--- config.mk ---
export PLATFORM = sky130hd
export DESIGN_NAME = mdu_iter
export DESIGN_NICKNAME = d
export VERILOG_FILES = /design/src/rtl/mdu_pkg.sv /design/src/rtl/mdu_cneg.sv /design/src/rtl/mdu_iter.sv
export SDC_FILE = /design/constraint.sdc
export NUM_CORES = 1
export LEC_CHECK = 0
export CORE_ASPECT_RATIO = 0.7
export CORE_MARGIN = 3
export CORE_UTILIZATION = 26
export DETAILED_ROUTE_END_ITERATION = 16
export HOLD_SLACK_MARGIN = 0.06
export PLACE_DENSITY = 0.41
export SYNTH_ARGS = -nofsm -noshare
export SYNTH_HDL_FRONTEND = slang
export SYNTH_SLANG_ARGS = --single-unit
--- constraint.sdc ---
create_clock -name clk -period 6.5 [get_ports clk]
set_input_delay 0.65 -clock clk [delete_from_list [all_inputs] [get_ports clk]]
set_output_delay 0.65 -clock clk [all_outputs]
set_load 0.02 [all_outputs]
--- src/rtl/mdu_pkg.sv ---
// Shared opcode and FSM state encodings for the iterative multiply/divide unit.
// The DIV state exists only when MDU_DIV_EN is defined.
package mdu_pkg;

  typedef enum logic [2:0] {
    OP_MULT  = 3'd0,
    OP_MULTU = 3'd1,
    OP_DIV   = 3'd2,
    OP_DIVU  = 3'd3,
    OP_MTHI  = 3'd4,
    OP_MTLO  = 3'd5
  } mduOp_t;

  typedef enum logic [1:0] {
    ST_IDLE  = 2'd0,
    ST_MUL   = 2'd1,
`ifdef MDU_DIV_EN
    ST_DIV   = 2'd2,
`endif
    ST_FIXUP = 2'd3
  } mduState_t;

endpackage

--- src/rtl/mdu_cneg.sv ---
// Conditional two's-complement: res = neg ? -val : val.
module mdu_cneg #(
  parameter int W = 32
) (
  input  logic [W-1:0] val,
  input  logic         neg,
  output logic [W-1:0] res
);

  assign res = neg ? (~val + W'(1)) : val;

endmodule

--- src/rtl/mdu_iter.sv ---
// Iterative MULT/MULTU/DIV/DIVU unit with architectural HI/LO and MTHI/MTLO.
// Optional divider: define MDU_DIV_EN; otherwise DIV/DIVU pulse illegal_o.
module mdu_iter
  import mdu_pkg::*;
#(
  parameter int WIDTH = 32
) (
  input  logic             clk,
  input  logic             rst_n,
  input  logic             start_i,
  input  logic [2:0]       op_i,
  input  logic [WIDTH-1:0] a_i,
  input  logic [WIDTH-1:0] b_i,
  input  logic             flush_i,
  input  logic             rd_req_i,
  output logic             busy_o,
  output logic             done_o,
  output logic             stall_o,
  output logic             illegal_o,
  output logic [WIDTH-1:0] hi_o,
  output logic [WIDTH-1:0] lo_o
);

  localparam int CNT_W = $clog2(WIDTH + 1);

  mduState_t            stateReg, stateNext;
  logic [CNT_W-1:0]     cntReg, cntNext;
  logic [2*WIDTH-1:0]   accReg, accNext;
  logic [WIDTH-1:0]     opndReg, opndNext;
  logic [WIDTH-1:0]     hiReg, hiNext, loReg, loNext;
  logic                 doneReg, doneNext;
  logic                 resSignReg, resSignNext;
`ifdef MDU_DIV_EN
  logic                 remSignReg, remSignNext;
  logic                 isDivReg, isDivNext;
`else
  logic                 illegalReg, illegalNext;
`endif

  // Operand magnitudes: signed ops take |x|, unsigned ops pass through.
  logic                 signedOp;
  logic [WIDTH-1:0]     opRaw [2];
  logic [WIDTH-1:0]     opMag [2];
  logic                 opNeg [2];

  assign signedOp = (op_i == OP_MULT) || (op_i == OP_DIV);
  assign opRaw[0] = a_i;
  assign opRaw[1] = b_i;

  genvar gi;
  generate
    for (gi = 0; gi < 2; gi++) begin : gOperand
      assign opNeg[gi] = signedOp && opRaw[gi][WIDTH-1];
      mdu_cneg #(.W(WIDTH)) uMag (
        .val (opRaw[gi]),
        .neg (opNeg[gi]),
        .res (opMag[gi])
      );
    end
  endgenerate

  // Shift-add step: accReg = {partial product, remaining multiplier bits}.
  logic [WIDTH:0]       mulSum;
  logic [2*WIDTH-1:0]   mulStep;
  logic [2*WIDTH-1:0]   prodFix;

  assign mulSum  = {1'b0, accReg[2*WIDTH-1:WIDTH]}
                 + ({1'b0, opndReg} & {(WIDTH+1){accReg[0]}});
  assign mulStep = {mulSum, accReg[WIDTH-1:1]};

  mdu_cneg #(.W(2*WIDTH)) uProdFix (
    .val (accReg),
    .neg (resSignReg),
    .res (prodFix)
  );

`ifdef MDU_DIV_EN
  // Restoring step: accReg = {partial remainder, dividend bits / quotient bits}.
  logic [WIDTH:0]       divShift;
  logic [WIDTH:0]       divDiff;
  logic [2*WIDTH-1:0]   divStep;
  logic [WIDTH-1:0]     quoFix, remFix;

  assign divShift = {accReg[2*WIDTH-1:WIDTH], accReg[WIDTH-1]};
  assign divDiff  = divShift - {1'b0, opndReg};
  assign divStep  = divDiff[WIDTH]
                  ? {divShift[WIDTH-1:0], accReg[WIDTH-2:0], 1'b0}
                  : {divDiff[WIDTH-1:0],  accReg[WIDTH-2:0], 1'b1};

  mdu_cneg #(.W(WIDTH)) uQuoFix (
    .val (accReg[WIDTH-1:0]),
    .neg (resSignReg),
    .res (quoFix)
  );

  mdu_cneg #(.W(WIDTH)) uRemFix (
    .val (accReg[2*WIDTH-1:WIDTH]),
    .neg (remSignReg),
    .res (remFix)
  );
`endif

  always_comb begin
    stateNext   = stateReg;
    cntNext     = cntReg;
    accNext     = accReg;
    opndNext    = opndReg;
    hiNext      = hiReg;
    loNext      = loReg;
    doneNext    = 1'b0;
    resSignNext = resSignReg;
`ifdef MDU_DIV_EN
    remSignNext = remSignReg;
    isDivNext   = isDivReg;
`else
    illegalNext = 1'b0;
`endif

    case (stateReg)
      ST_IDLE: begin
        if (start_i && !flush_i) begin
          case (op_i)
            OP_MULT, OP_MULTU: begin
              stateNext   = ST_MUL;
              cntNext     = CNT_W'(WIDTH);
              accNext     = {{WIDTH{1'b0}}, opMag[1]};
              opndNext    = opMag[0];
              resSignNext = opNeg[0] ^ opNeg[1];
`ifdef MDU_DIV_EN
              isDivNext   = 1'b0;
`endif
            end
            OP_DIV, OP_DIVU: begin
`ifdef MDU_DIV_EN
              stateNext   = ST_DIV;
              cntNext     = CNT_W'(WIDTH);
              accNext     = {{WIDTH{1'b0}}, opMag[0]};
              opndNext    = opMag[1];
              resSignNext = opNeg[0] ^ opNeg[1];
              remSignNext = opNeg[0];
              isDivNext   = 1'b1;
`else
              doneNext    = 1'b1;
              illegalNext = 1'b1;
`endif
            end
            OP_MTHI: begin
              hiNext   = a_i;
              doneNext = 1'b1;
            end
            OP_MTLO: begin
              loNext   = a_i;
              doneNext = 1'b1;
            end
            default: ;
          endcase
        end
      end
      ST_MUL: begin
        accNext = mulStep;
        cntNext = cntReg - CNT_W'(1);
        if (cntReg == CNT_W'(1)) stateNext = ST_FIXUP;
      end
`ifdef MDU_DIV_EN
      ST_DIV: begin
        accNext = divStep;
        cntNext = cntReg - CNT_W'(1);
        if (cntReg == CNT_W'(1)) stateNext = ST_FIXUP;
      end
`endif
      ST_FIXUP: begin
        stateNext = ST_IDLE;
        doneNext  = 1'b1;
`ifdef MDU_DIV_EN
        if (isDivReg) begin
          hiNext = remFix;
          loNext = quoFix;
        end else
`endif
        begin
          hiNext = prodFix[2*WIDTH-1:WIDTH];
          loNext = prodFix[WIDTH-1:0];
        end
      end
      default: stateNext = ST_IDLE;
    endcase

    // Abort discards the in-flight result, including one about to commit.
    if (flush_i && stateReg != ST_IDLE) begin
      stateNext = ST_IDLE;
      hiNext    = hiReg;
      loNext    = loReg;
      doneNext  = 1'b0;
    end
  end

  always_ff @(posedge clk or negedge rst_n) begin
    if (!rst_n) begin
      stateReg   <= ST_IDLE;
      cntReg     <= '0;
      accReg     <= '0;
      opndReg    <= '0;
      hiReg      <= '0;
      loReg      <= '0;
      doneReg    <= 1'b0;
      resSignReg <= 1'b0;
`ifdef MDU_DIV_EN
      remSignReg <= 1'b0;
      isDivReg   <= 1'b0;
`else
      illegalReg <= 1'b0;
`endif
    end else begin
      stateReg   <= stateNext;
      cntReg     <= cntNext;
      accReg     <= accNext;
      opndReg    <= opndNext;
      hiReg      <= hiNext;
      loReg      <= loNext;
      doneReg    <= doneNext;
      resSignReg <= resSignNext;
`ifdef MDU_DIV_EN
      remSignReg <= remSignNext;
      isDivReg   <= isDivNext;
`else
      illegalReg <= illegalNext;
`endif
    end
  end

  assign busy_o  = (stateReg != ST_IDLE);
  assign done_o  = doneReg;
  assign stall_o = busy_o && (start_i || rd_req_i);
  assign hi_o    = hiReg;
  assign lo_o    = loReg;
`ifdef MDU_DIV_EN
  assign illegal_o = 1'b0;
`else
  assign illegal_o = illegalReg;
`endif

endmodule

==> impl_metrics.csv, run 1 <==
group,metric,value,unit
run_status,outcome,"finished clean",
routing,antenna_violating_nets_post_route,0,
synthesis,synth_cell_types,56,
clocking,clock_sinks,171,
critical_path,critical_path_endpoint_category,"flip-flop",
clocking,cts_resized,0,
layout,final-seq-area,4280,um^2
timing,worst_clock_skew,0.0132,ns
critical_path,crit_cells,13,
timing,layout_worst_path_cycle_share,58.6,%
layout,antenna_cells_inserted,0,
layout,finish.net_count,1579,
clocking,clk_root_buffer_cell,"sky130_fd_sc_hd__clkbuf_16",
timing,timing_max_transition_violations_final,0,
critical_path,cp_data_arrival_time,4.18,ns
floorplan,std_cell_rows,63,
floorplan,floorplan.initialDensity,26.8,%
layout,layout-drive-gt1-share,4.54,%
synthesis,syn_area,11600,um^2
synthesis,yosys_warnings,0,
critical_path,path_class,"reg -> reg",
routing,drc,0,
global_routing,grt_overflow,0,
global_routing,first_pass_grt_wire_length,67900,um
place,placedInstanceArea,13500,um^2
synthesis,synth-main-ff-cell,"sky130_fd_sc_hd__dfrtp_1",
timing,setup_viol,0,
routing,drt_pass1_iterations,5,
timing,final_hold_viol_count,0,
run,max_cap_viol_count,0,
layout,fin_area,14100,um^2
synthesis,synth.yosys.seq_area_share,37.0,%
global_routing,antenna_found_initial,1,
clocking,cts_buffers,17,
layout,multi_input_area,6870,um^2
timing,crit_path_time_final,3.81,ns
critical_path,cp_cell_sequence,"buf_4 > and2_1 > ha_1 > inv_1 > fa_1 > nor2b_1 > o211ai_1 > a211oi_1 > o21ai_0 > a21oi_1 > a21oi_1 > xor2_1 > o21ai_0",
synthesis,async_flop_share,100,%
floorplan,top_level_ports,140,
clocking,cts_post_setup_buffers_inserted,0,
synthesis,post_synth.cell_area_avg,8.42,um^2
routing,wirelength,45100,um
floorplan,dieWidth,258,um
clocking,cts-htree-levels,4,
min_path,timing.hold.worst.class,"in -> async",
synthesis,synth_cells,1372,
critical_path,worstSetupStartpointType,"flip-flop",
clocking,clock_insertion_delay_worst_skew,0.45,ns
critical_path,worstRegToRegCells,13,
critical_path,crit_path_max_incr_delay,0.58,ns
power_and_ir_drop,comb_power_share,49.9,%
timing,hold_slack,0.125,ns
clocking,clk_transition_reported_paths,0.07,ns
routing,drtIter0Drc,895,
timing,slew_headroom,18.3,%
routing,route.vias.total,10600,
place,buffer_ports.inserted,139,
place,dp_hpwl,33700,um
global_routing,groute.usage.overall,19.1,%
clocking,cts_hold_repair.buffers,0,
clocking,clk_path_buf_depth,2,
critical_path,cpLargestDelayFamily,"compound AO/OA/AOI/OAI gates",
power_and_ir_drop,clock_power_share,17.9,%
timing,tns,0,ns
power_and_ir_drop,seqPwrFrac,32.2,%
synthesis,synth_edf_count,0,
timing,maxClockFrequency,0.263,GHz
floorplan,die_area,47000,um^2
routing,vias_per_cell,5.16,
floorplan,placeableCoreArea,43100,um^2
place,routability_driven_placement_congestion_ratio,0.857,
synthesis,synth_seq_cells,171,
clocking,tritoncts,"built",
routing,post_drt_wl_per_cell,21.9,um
critical_path,critPathSlowestCell,"sky130_fd_sc_hd__a211oi_1",
layout,flow.area_growth_from_synthesis,22.2,%
global_routing,first_global_vias,10200,
critical_path,cp_max_fo,36,
floorplan,fp.dieH,182,um
power_and_ir_drop,leakage,5.70,nW
layout,nFillCells,4553,
power_and_ir_drop,p_sw,2.83,mW
power_and_ir_drop,internal-power,3.39,mW
layout,final_common_cell,"sky130_fd_sc_hd__dfrtp_1",
synthesis,mappedNetlistNets,1488,
timing,transition_time_at_the_pin_with_the_least_slew_margin,1.22,ns
global_routing,grt_max_degree,67,
power_and_ir_drop,peakVddDrop,0.197,mV
power_and_ir_drop,power.switching_fraction,45.5,%
critical_path,critical_path_buf_inv_count,2,
power_and_ir_drop,power.density,441,nW/um^2
timing,rsz0062_at_grt,"false",
layout,mostFrequentLayoutCells,"sky130_fd_sc_hd__dfrtp_1 (170), sky130_fd_sc_hd__nand2_1 (162), sky130_fd_sc_hd__o21ai_0 (140)",
critical_path,required,6.87,ns
## cell families (layout without fill, tap and decap cells)
kind of cell	count (synthesis)	count (layout)	synth area share, %
multiplexers	4	4	0.347
AND/OR/NAND/NOR	441	441	18.2
buffers and inverters	112	215	3.70
adder cells (fa/ha/maj)	44	44	4.83
XOR/XNOR	149	149	11.3
flip-flops	171	171	37.0
AO/OA/AOI/OAI	451	451	24.6
## metrics by stage
step	cells	utilization [%]	power (mW)	setup slack (ns)
after floorplan	1372	-	3.83	3.50
after global placement	2029	31.3	5.10	2.82
after detailed placement	2029	31.3	5.11	2.79
after CTS	2060	32.7	6.26	2.82
after global routing	2060	32.7	6.67	2.43
final	2060	32.7	6.22	2.69
## synthesized netlist by cell type (13+ instances only)
cell type | count | area share, %
sky130_fd_sc_hd__a21oi_1 | 92 | 4.0
sky130_fd_sc_hd__a211oi_1 | 39 | 2.5
sky130_fd_sc_hd__nor2_1 | 102 | 3.3
sky130_fd_sc_hd__xnor2_1 | 46 | 3.5
sky130_fd_sc_hd__ha_1 | 43 | 4.7
sky130_fd_sc_hd__o31ai_1 | 42 | 2.7
sky130_fd_sc_hd__clkbuf_1 | 80 | 2.6
sky130_fd_sc_hd__nor3_1 | 18 | 0.78
sky130_fd_sc_hd__or3_1 | 26 | 1.4
sky130_fd_sc_hd__dfrtp_1 | 171 | 37
sky130_fd_sc_hd__or4_1 | 14 | 0.91
sky130_fd_sc_hd__o21ai_0 | 140 | 6.1
sky130_fd_sc_hd__xor2_1 | 103 | 7.8
sky130_fd_sc_hd__a21o_1 | 45 | 2.9
sky130_fd_sc_hd__nand3_1 | 15 | 0.65
sky130_fd_sc_hd__inv_1 | 28 | 0.91
sky130_fd_sc_hd__nand2b_1 | 13 | 0.70
sky130_fd_sc_hd__nand2_1 | 163 | 5.3
sky130_fd_sc_hd__and2_1 | 34 | 1.8
sky130_fd_sc_hd__nor4_1 | 16 | 0.87
sky130_fd_sc_hd__o22ai_1 | 17 | 0.92
## final cells by class
class | instances | share of cell area (%)
inverters | 29 | 0.771
clock buffers | 22 | 3.36
multi-input cells | 1089 | 48.7
well taps | 585 | 5.19
flip-flops and latches | 171 | 30.3
clock inverters | 9 | 0.993
repair buffers | 155 | 10.7
## worst reg2reg max path, cell delays in order (launching register included)
cell and delay [ns]:
sky130_fd_sc_hd__dfrtp_1 0.32, sky130_fd_sc_hd__buf_4 0.33, sky130_fd_sc_hd__and2_1 0.22, sky130_fd_sc_hd__ha_1 0.21
sky130_fd_sc_hd__inv_1 0.07, sky130_fd_sc_hd__fa_1 0.41, sky130_fd_sc_hd__nor2b_1 0.21, sky130_fd_sc_hd__o211ai_1 0.16
sky130_fd_sc_hd__a211oi_1 0.58, sky130_fd_sc_hd__o21ai_0 0.36, sky130_fd_sc_hd__a21oi_1 0.35, sky130_fd_sc_hd__a21oi_1 0.17
sky130_fd_sc_hd__xor2_1 0.17, sky130_fd_sc_hd__o21ai_0 0.16
## routing by layer
metal,global-route usage (%),part of all wire [%],wire length [um],vias up
li1,-,-,-,5111
met1,29.8,53,23800,5187
met2,26.9,41,18500,295
met3,3.47,4.8,2160,31
met4,4.15,1.5,663,0
met5,0,0,0,-
## worst paths after layout
| check | start | endpoint | slack [ns] |
|---|---|---|---|
| max | accReg[0] | accReg[57] | 2.69 |
| min | rst_n | done_o | 0.13 |
| max reg2reg | accReg[0] | accReg[57] | 2.69 |
| min reg2reg | opndReg[31] | opndReg[31] | 0.48 |
| max in group asynchronous | rst_n | accReg[44] | 5.02 |
| min in group clk | opndReg[31] | opndReg[31] | 0.48 |
## state kept, by name, indices dropped and copies added, names as in the netlist
register	flops
hi_o	32
cntReg	6
stateReg	2
resSignReg	1
lo_o	32
opndReg	32
illegal_o	1
accReg	64
done_o	1
## power groups by stage
stage	clock network, mW	registers [mW]	logic [mW]
floorplan	0	2.03	1.80
global placement	0	2.02	3.09
detailed placement	0	2.02	3.10
CTS	1.15	2.00	3.11
global route	1.18	2.07	3.43
finish	1.11	2.00	3.11
Power figures use the tool's default switching activity.
==> run 2, diff against run 1 <==
- PLACE_DENSITY: 0.41 -> 0.43
- clock period: 6.5 -> 3.35 ns (I/O delays scaled with it)
==> run 2 against run 1 <==
  * Worst hold slack improved by 0.35 ns
  * Flip-flop and latch count did not move
  * Largest cell class unchanged
  * Power rose by 96%
  * Clock power rose by 85%
  * Critical path type unchanged
  * Register-to-register slack got worse by 2.6 ns
  * Clock-buffer cell count fell by 1
  * Critical endpoint is now hi_o[25]
  * Core utilization rose by 1.1 points
==> impl_metrics.csv, run 2 (synthesized netlist as in run 1, its figures left out) <==
group,metric,value,unit
timing,transition_time_at_the_pin_with_the_least_slew_margin,1.20,ns
power_and_ir_drop,power.switching_fraction,45.5,%
run_status,outcome,"finished clean",
floorplan,floorplan.initialDensity,26.8,%
layout,antenna_cells_inserted,0,
routing,wirelength,45200,um
critical_path,crit-reg2reg-launch,"accReg[0]",
run,max_cap_viol_count,0,
critical_path,cp_data_arrival_time,3.60,ns
critical_path,path_class,"reg -> reg",
power_and_ir_drop,seqPwrFrac,32.0,%
critical_path,critical_path_endpoint_category,"flip-flop",
timing,rsz0062_at_grt,"false",
power_and_ir_drop,leakage,6.00,nW
timing,maxClockFrequency,0.306,GHz
clocking,clk_transition_reported_paths,0.07,ns
critical_path,worstSetupEndpoint,"hi_o[25]",
layout,layout-drive-gt1-share,8.83,%
timing,worst_clock_skew,0.0118,ns
global_routing,groute.usage.overall,19.3,%
clocking,tritoncts,"built",
power_and_ir_drop,comb_power_share,51.1,%
power_and_ir_drop,internal-power,6.64,mW
layout,nFillCells,4503,
critical_path,reg2reg_setup_slack,0.08,ns
place,buffer_ports.inserted,139,
routing,vias_per_cell,5.13,
power_and_ir_drop,p_sw,5.54,mW
layout,flow.area_growth_from_synthesis,26.3,%
floorplan,die_area,47000,um^2
timing,final_hold_viol_count,0,
critical_path,crit_cells,9,
critical_path,cpLargestDelayFamily,"simple AND/OR/NAND/NOR gates",
routing,antenna_violating_nets_post_route,0,
power_and_ir_drop,power.density,835,nW/um^2
critical_path,cp-startpoint,"accReg[0]",
clocking,clock_insertion_delay_worst_skew,0.46,ns
clocking,clk_root_buffer_cell,"sky130_fd_sc_hd__clkbuf_16",
min_path,timing.hold.worst.class,"in -> async",
routing,post_drt_wl_per_cell,21.3,um
routing,route.vias.total,10900,
layout,final_common_cell,"sky130_fd_sc_hd__dfrtp_1",
critical_path,crit_path_max_incr_delay,0.46,ns
routing,drt_pass1_iterations,5,
critical_path,required,3.69,ns
floorplan,top_level_ports,140,
clocking,clock_sinks,171,
power_and_ir_drop,peakVddDrop,0.409,mV
floorplan,placeableCoreArea,43100,um^2
timing,crit_path_time_final,3.27,ns
critical_path,cp_cell_sequence,"nor4_1 > buf_4 > nand4_1 > or3_4 > or3b_4 > or2_4 > o31ai_4 > xor2_1 > a221oi_1",
critical_path,critical_path_buf_inv_count,1,
critical_path,critPathSlowestCell,"sky130_fd_sc_hd__dfrtp_2",
clocking,cts_buffers,17,
layout,max_flop_register,"accReg",
place,routability_driven_placement_congestion_ratio,0.869,
routing,drc,0,
timing,layout_worst_path_cycle_share,97.6,%
clocking,clk_path_buf_depth,2,
layout,mostFrequentLayoutCells,"sky130_fd_sc_hd__dfrtp_1 (169), sky130_fd_sc_hd__nand2_1 (161), sky130_fd_sc_hd__o21ai_0 (140)",
timing,timing_max_transition_violations_final,0,
place,placedInstanceArea,14000,um^2
power_and_ir_drop,clock_power_share,16.9,%
place,dp_hpwl,35100,um
layout,largest_register_ffs,64,
critical_path,rr_endpoint,"hi_o[25]",
global_routing,first_global_vias,10600,
global_routing,first_pass_grt_wire_length,69100,um
timing,setup_viol,0,
global_routing,antenna_found_initial,0,
critical_path,cp_max_fo,8,
clocking,cts-htree-levels,4,
critical_path,worstRegToRegCells,9,
floorplan,dieWidth,258,um
layout,finish.net_count,1643,
global_routing,grt_max_degree,74,
critical_path,worstSetupStartpointType,"flip-flop",
global_routing,grt_overflow,0,
routing,drtIter0Drc,963,
layout,fin_area,14600,um^2
floorplan,std_cell_rows,63,
timing,tns,0,ns
floorplan,fp.dieH,182,um
timing,slew_headroom,19.2,%
[run 2: worst register-to-register path, stage by stage, from the launching register on]
cell	delay (ns)
sky130_fd_sc_hd__dfrtp_2	0.46
sky130_fd_sc_hd__nor4_1	0.46
sky130_fd_sc_hd__buf_4	0.20
sky130_fd_sc_hd__nand4_1	0.22
sky130_fd_sc_hd__or3_4	0.46
sky130_fd_sc_hd__or3b_4	0.46
sky130_fd_sc_hd__or2_4	0.30
sky130_fd_sc_hd__o31ai_4	0.18
sky130_fd_sc_hd__xor2_1	0.09
sky130_fd_sc_hd__a221oi_1	0.32
[run 2: how the worst min path moves through the flow]
stage	startpoint	end	cells after the start
final	rst_n	stateReg[1]	2
after floorplan	rst_n	accReg[0]	0
after CTS	opndReg[22]	opndReg[22]	2
after global routing	lo_o[23]	lo_o[23]	2
after detailed placement	rst_n	stateReg[1]	1
after global placement	rst_n	illegal_o	1
[run 2: cell type report]
class                      instances  area [um^2]  share of cell area [%]
clock buffer                      21          450                    3.09
clock inverter                    11          120                   0.823
inverter                          29          109                   0.746
multi-input combinational       1089         6890                    47.2
sequential                       171         4280                    29.3
tap                              585          732                    5.02
timing repair buffer             219         2010                    13.8
[run 2: routing by layer]
metal  track usage (%)  part of all wire, %  routed length (um)
met2              27.1                   41               18500
met3              3.38                  5.2                2340
met1              30.7                   53               24000
met4              3.11                 0.86                 390
met5                 0                    0                   0
[run 2: what timing repair did]
action / in CTS / in global routing
endpoints found under the hold margin: 68 / 0
setup buffers: 0 / 0
resized for setup: 0 / 5
hold buffers: 1 / 0
setup endpoints to repair: 0 / 9
[run 2: power by group through the flow]
stage	sequential (mW)	combinational [mW]	clock, mW
after global placement	3.93	6.17	0
after detailed placement	3.93	6.18	0
final	3.90	6.23	2.05
after global routing	4.03	6.88	2.18
after floorplan	3.94	3.49	0
after CTS	3.90	6.22	2.09
[run 2: through the flow]
step	util, %	setup WS, ns	power (mW)	hold slack [ns]	cells
detailed placement	32.4	0.0378	10.1	0.446	2092
floorplan	-	0.348	7.43	0.0394	1372
global route	33.8	0.00259	13.1	0.501	2125
global placement	32.4	0.0757	10.1	0.443	2092
CTS	33.8	0.126	12.2	0.484	2125
finish	33.8	0.0813	12.2	0.476	2125
==> run 3, diff against run 2 <==
- SYNTH_HIERARCHICAL: default -> 1
==> run 3 against run 2 <==
  * Combinational power rose by 15%
  * Core utilization down 1.3 points
  * Area after synthesis rose by 8.8%
  * Worst setup slack improved by 0.26 ns
  * Clock-buffer cell count did not move
  * Wire length shrank 0.80%
  * Critical path type unchanged
  * Largest cell class unchanged
==> impl_metrics.csv, run 3 <==
group,metric,value,unit
power_and_ir_drop,peakVddDrop,0.489,mV
synthesis,synth_cells,1490,
floorplan,floorplan.initialDensity,26.7,%
synthesis,synth_simple_gate_area_share,24.2,%
timing,transition_time_at_the_pin_with_the_least_slew_margin,0.801,ns
layout,layout-drive-gt1-share,9.16,%
global_routing,groute.usage.overall,17.7,%
layout,layoutNonFillerInstCount,2228,
global_routing,grt_max_degree,98,
global_routing,grt_overflow,0,
critical_path,worstRegToRegCells,7,
routing,routedLengthMet1,23700,um
place,placedInstanceArea,14800,um^2
synthesis,synth_edf_count,0,
critical_path,critical_path_endpoint_category,"flip-flop",
clocking,clk_root_buffer_cell,"sky130_fd_sc_hd__clkbuf_16",
floorplan,fp.dieH,190,um
timing,timing_max_transition_violations_final,0,
critical_path,cp_data_arrival_time,3.33,ns
routing,drtIter0Drc,908,
timing,setup_viol,0,
layout,antenna_cells_inserted,0,
timing,crit_path_time_final,3.01,ns
clocking,cts_buffers,17,
place,dp_hpwl,33700,um
critical_path,required,3.67,ns
global_routing,first_global_vias,11100,
clocking,clk_path_buf_depth,2,
synthesis,post_synth.cell_area_avg,8.44,um^2
synthesis,yosys_warnings,6,
routing,vias_per_cell,5.10,
layout,fin_area,15300,um^2
critical_path,cp_max_fo,8,
place,routability_driven_placement_congestion_ratio,0.858,
place,buffer_ports.inserted,139,
routing,route.vias.total,11400,
critical_path,rr_endpoint,"hi_o[3]",
critical_path,worstSetupStartpointType,"flip-flop",
synthesis,synthTopCellsByArea,"sky130_fd_sc_hd__dfrtp_1 (34%), sky130_fd_sc_hd__xnor2_1 (10%), sky130_fd_sc_hd__a21oi_1 (6.6%)",
clocking,clock_insertion_delay_worst_skew,0.45,ns
layout,finish.net_count,1721,
routing,drc,0,
power_and_ir_drop,leakage,5.90,nW
clocking,clock_sinks,171,
synthesis,synth_adder_area_share,4.44,%
routing,post_drt_wl_per_cell,20.1,um
timing,rsz0062_at_grt,"false",
floorplan,placeableCoreArea,47100,um^2
synthesis,synth-xor-area-share,10.8,%
layout,largest_register_ffs,64,
synthesis,synth.yosys.seq_area_share,34.0,%
routing,routed-wl-met3,2040,um
min_path,timing.hold.worst.class,"in -> async",
floorplan,top_level_ports,140,
timing,worst_clock_skew,0.0147,ns
critical_path,path_class,"reg -> reg",
routing,maxUsedRoutingLayer,"met4",
synthesis,area_share_of_the_leading_cell_type_in_the_synthesized_netlist,34.0,%
floorplan,die_area,51100,um^2
synthesis,mappedNetlistNets,1606,
clocking,cts_post_setup_buffers_inserted,0,
synthesis,synth.most_common_cell,"sky130_fd_sc_hd__nand2_1",
layout,flow.area_growth_from_synthesis,21.9,%
critical_path,crit-reg2reg-launch,"accReg[2]",
synthesis,synth_mux_area_share,0.716,%
timing,slew_headroom,46.6,%
routing,antenna_violating_nets_post_route,0,
run,max_cap_viol_count,0,
global_routing,first_pass_grt_wire_length,69100,um
routing,route.met2.wl,18400,um
clocking,clk_transition_reported_paths,0.07,ns
power_and_ir_drop,p_total,13.4,mW
layout,mostFrequentLayoutCells,"sky130_fd_sc_hd__nand2_1 (206), sky130_fd_sc_hd__dfrtp_1 (170), sky130_fd_sc_hd__a21oi_1 (164)",
synthesis,synth_seq_cells,171,
synthesis,synth-main-ff-cell,"sky130_fd_sc_hd__dfrtp_1",
place,post-place-cells,2197,
routing,wirelength,44800,um
timing,tns,0,ns
timing,final_hold_viol_count,0,
place,post_place_setup_slack,0.419,ns
layout,max_flop_register,"accReg",
floorplan,dieWidth,269,um
layout,nFillCells,4939,
synthesis,ys_top_cells_by_count,"sky130_fd_sc_hd__nand2_1 (206), sky130_fd_sc_hd__dfrtp_1 (171), sky130_fd_sc_hd__a21oi_1 (165), sky130_fd_sc_hd__xnor2_1 (144), sky130_fd_sc_hd__nor2_1 (124)",
timing,maxClockFrequency,0.332,GHz
clocking,tritoncts,"built",
synthesis,synthDominantAreaCellType,"sky130_fd_sc_hd__dfrtp_1",
run_status,outcome,"finished clean",
clocking,cts_resized,0,
routing,drt_pass1_iterations,5,
critical_path,reg2reg_setup_slack,0.34,ns
synthesis,synth_cell_types,80,
layout,final_common_cell,"sky130_fd_sc_hd__nand2_1",
floorplan,std_cell_rows,66,
timing,postLayoutSetupSlackWorst,0.338,ns
global_routing,antenna_found_initial,0,
synthesis,synth_top_family_by_area,"simple AND/OR/NAND/NOR gates",
clocking,cts_hold_repair.buffers,1,
synthesis,async_flop_share,100,%
power_and_ir_drop,power.density,873,nW/um^2
clocking,cts-htree-levels,4,
timing,layout_worst_path_cycle_share,89.9,%
synthesis,synth_compound_gate_area_share,22.2,%
synthesis,syn_area,12600,um^2
[run 3: cell count changes after synthesis, moves of 22 or more]
cell                       before  now
sky130_fd_sc_hd__nor2b_1        6   37
sky130_fd_sc_hd__clkbuf_1      80   51
sky130_fd_sc_hd__nand2_1      163  206
sky130_fd_sc_hd__xor2_1       103   11
sky130_fd_sc_hd__a21o_1        45    5
sky130_fd_sc_hd__o21ai_0      140   72
sky130_fd_sc_hd__xnor2_1       46  144
sky130_fd_sc_hd__nor2_1       102  124
sky130_fd_sc_hd__a21oi_1       92  165
sky130_fd_sc_hd__and2_1        34   56
[run 3: area by class of cell]
cell class,instances,area (um^2),share of cell area [%]
Clock buffer,21,450,2.94
Multi-Input combinational cell,1212,7890,51.5
Inverter,28,105,0.685
Tap cell,612,766,4.99
Clock inverter,9,100,0.653
Sequential cell,171,4280,27.9
Timing Repair Buffer,175,1740,11.3
[run 3: worst max-delay path: stages (launching register included)]
cell and delay (ns):
sky130_fd_sc_hd__dfrtp_1 0.47, sky130_fd_sc_hd__or4_4 0.56, sky130_fd_sc_hd__nor3_2 0.48, sky130_fd_sc_hd__nand3_2 0.34, sky130_fd_sc_hd__o41ai_1 0.62, sky130_fd_sc_hd__xnor2_1 0.17, sky130_fd_sc_hd__a21oi_1 0.17, sky130_fd_sc_hd__a21oi_1 0.08
[run 3: how the worst max path moves through the flow]
| stage | depth (start not counted) | from | slack [ns] | end |
|---|---|---|---|---|
| final | 7 | accReg[2] | 0.34 | hi_o[3] |
| after detailed placement | 7 | accReg[4] | 0.42 | hi_o[3] |
| after global routing | 7 | accReg[4] | 0.23 | hi_o[3] |
| after global placement | 7 | accReg[4] | 0.42 | hi_o[3] |
| after floorplan | 13 | accReg[0] | 0.53 | accReg[61] |
| after CTS | 7 | accReg[4] | 0.43 | hi_o[3] |
[run 3: logic make-up (layout without fill, tap and decap cells)]
family,count (synthesis),after routing
simple gates,575,575
mux,9,9
fa+ha+maj,44,44
flops,171,171
compound gates,429,429
xor+xnor,155,155
buf+inv,107,233
[run 3: layer usage]
layer  global-route usage (%)  vias to the layer above
met5                        0                        -
met4                     4.27                        0
met3                     2.56                       35
met2                     25.3                      272
met1                     27.5                     5552
li1                         -                     5511
[run 3: report_power, final]
group	total, mW	switching (mW)	internal [mW]
sequential	4.22	1.17	3.05
combinational	7.18	4.20	2.98
clock	2.00	0.895	1.10
total	13.4	6.26	7.13
[run 3: stage by stage]
step / hold slack, ns / utilization [%]
floorplan: 0.0394 / -
global placement: 0.336 / 31.4
detailed placement: 0.340 / 31.4
CTS: 0.439 / 32.6
global route: 0.479 / 32.6
finish: 0.422 / 32.6
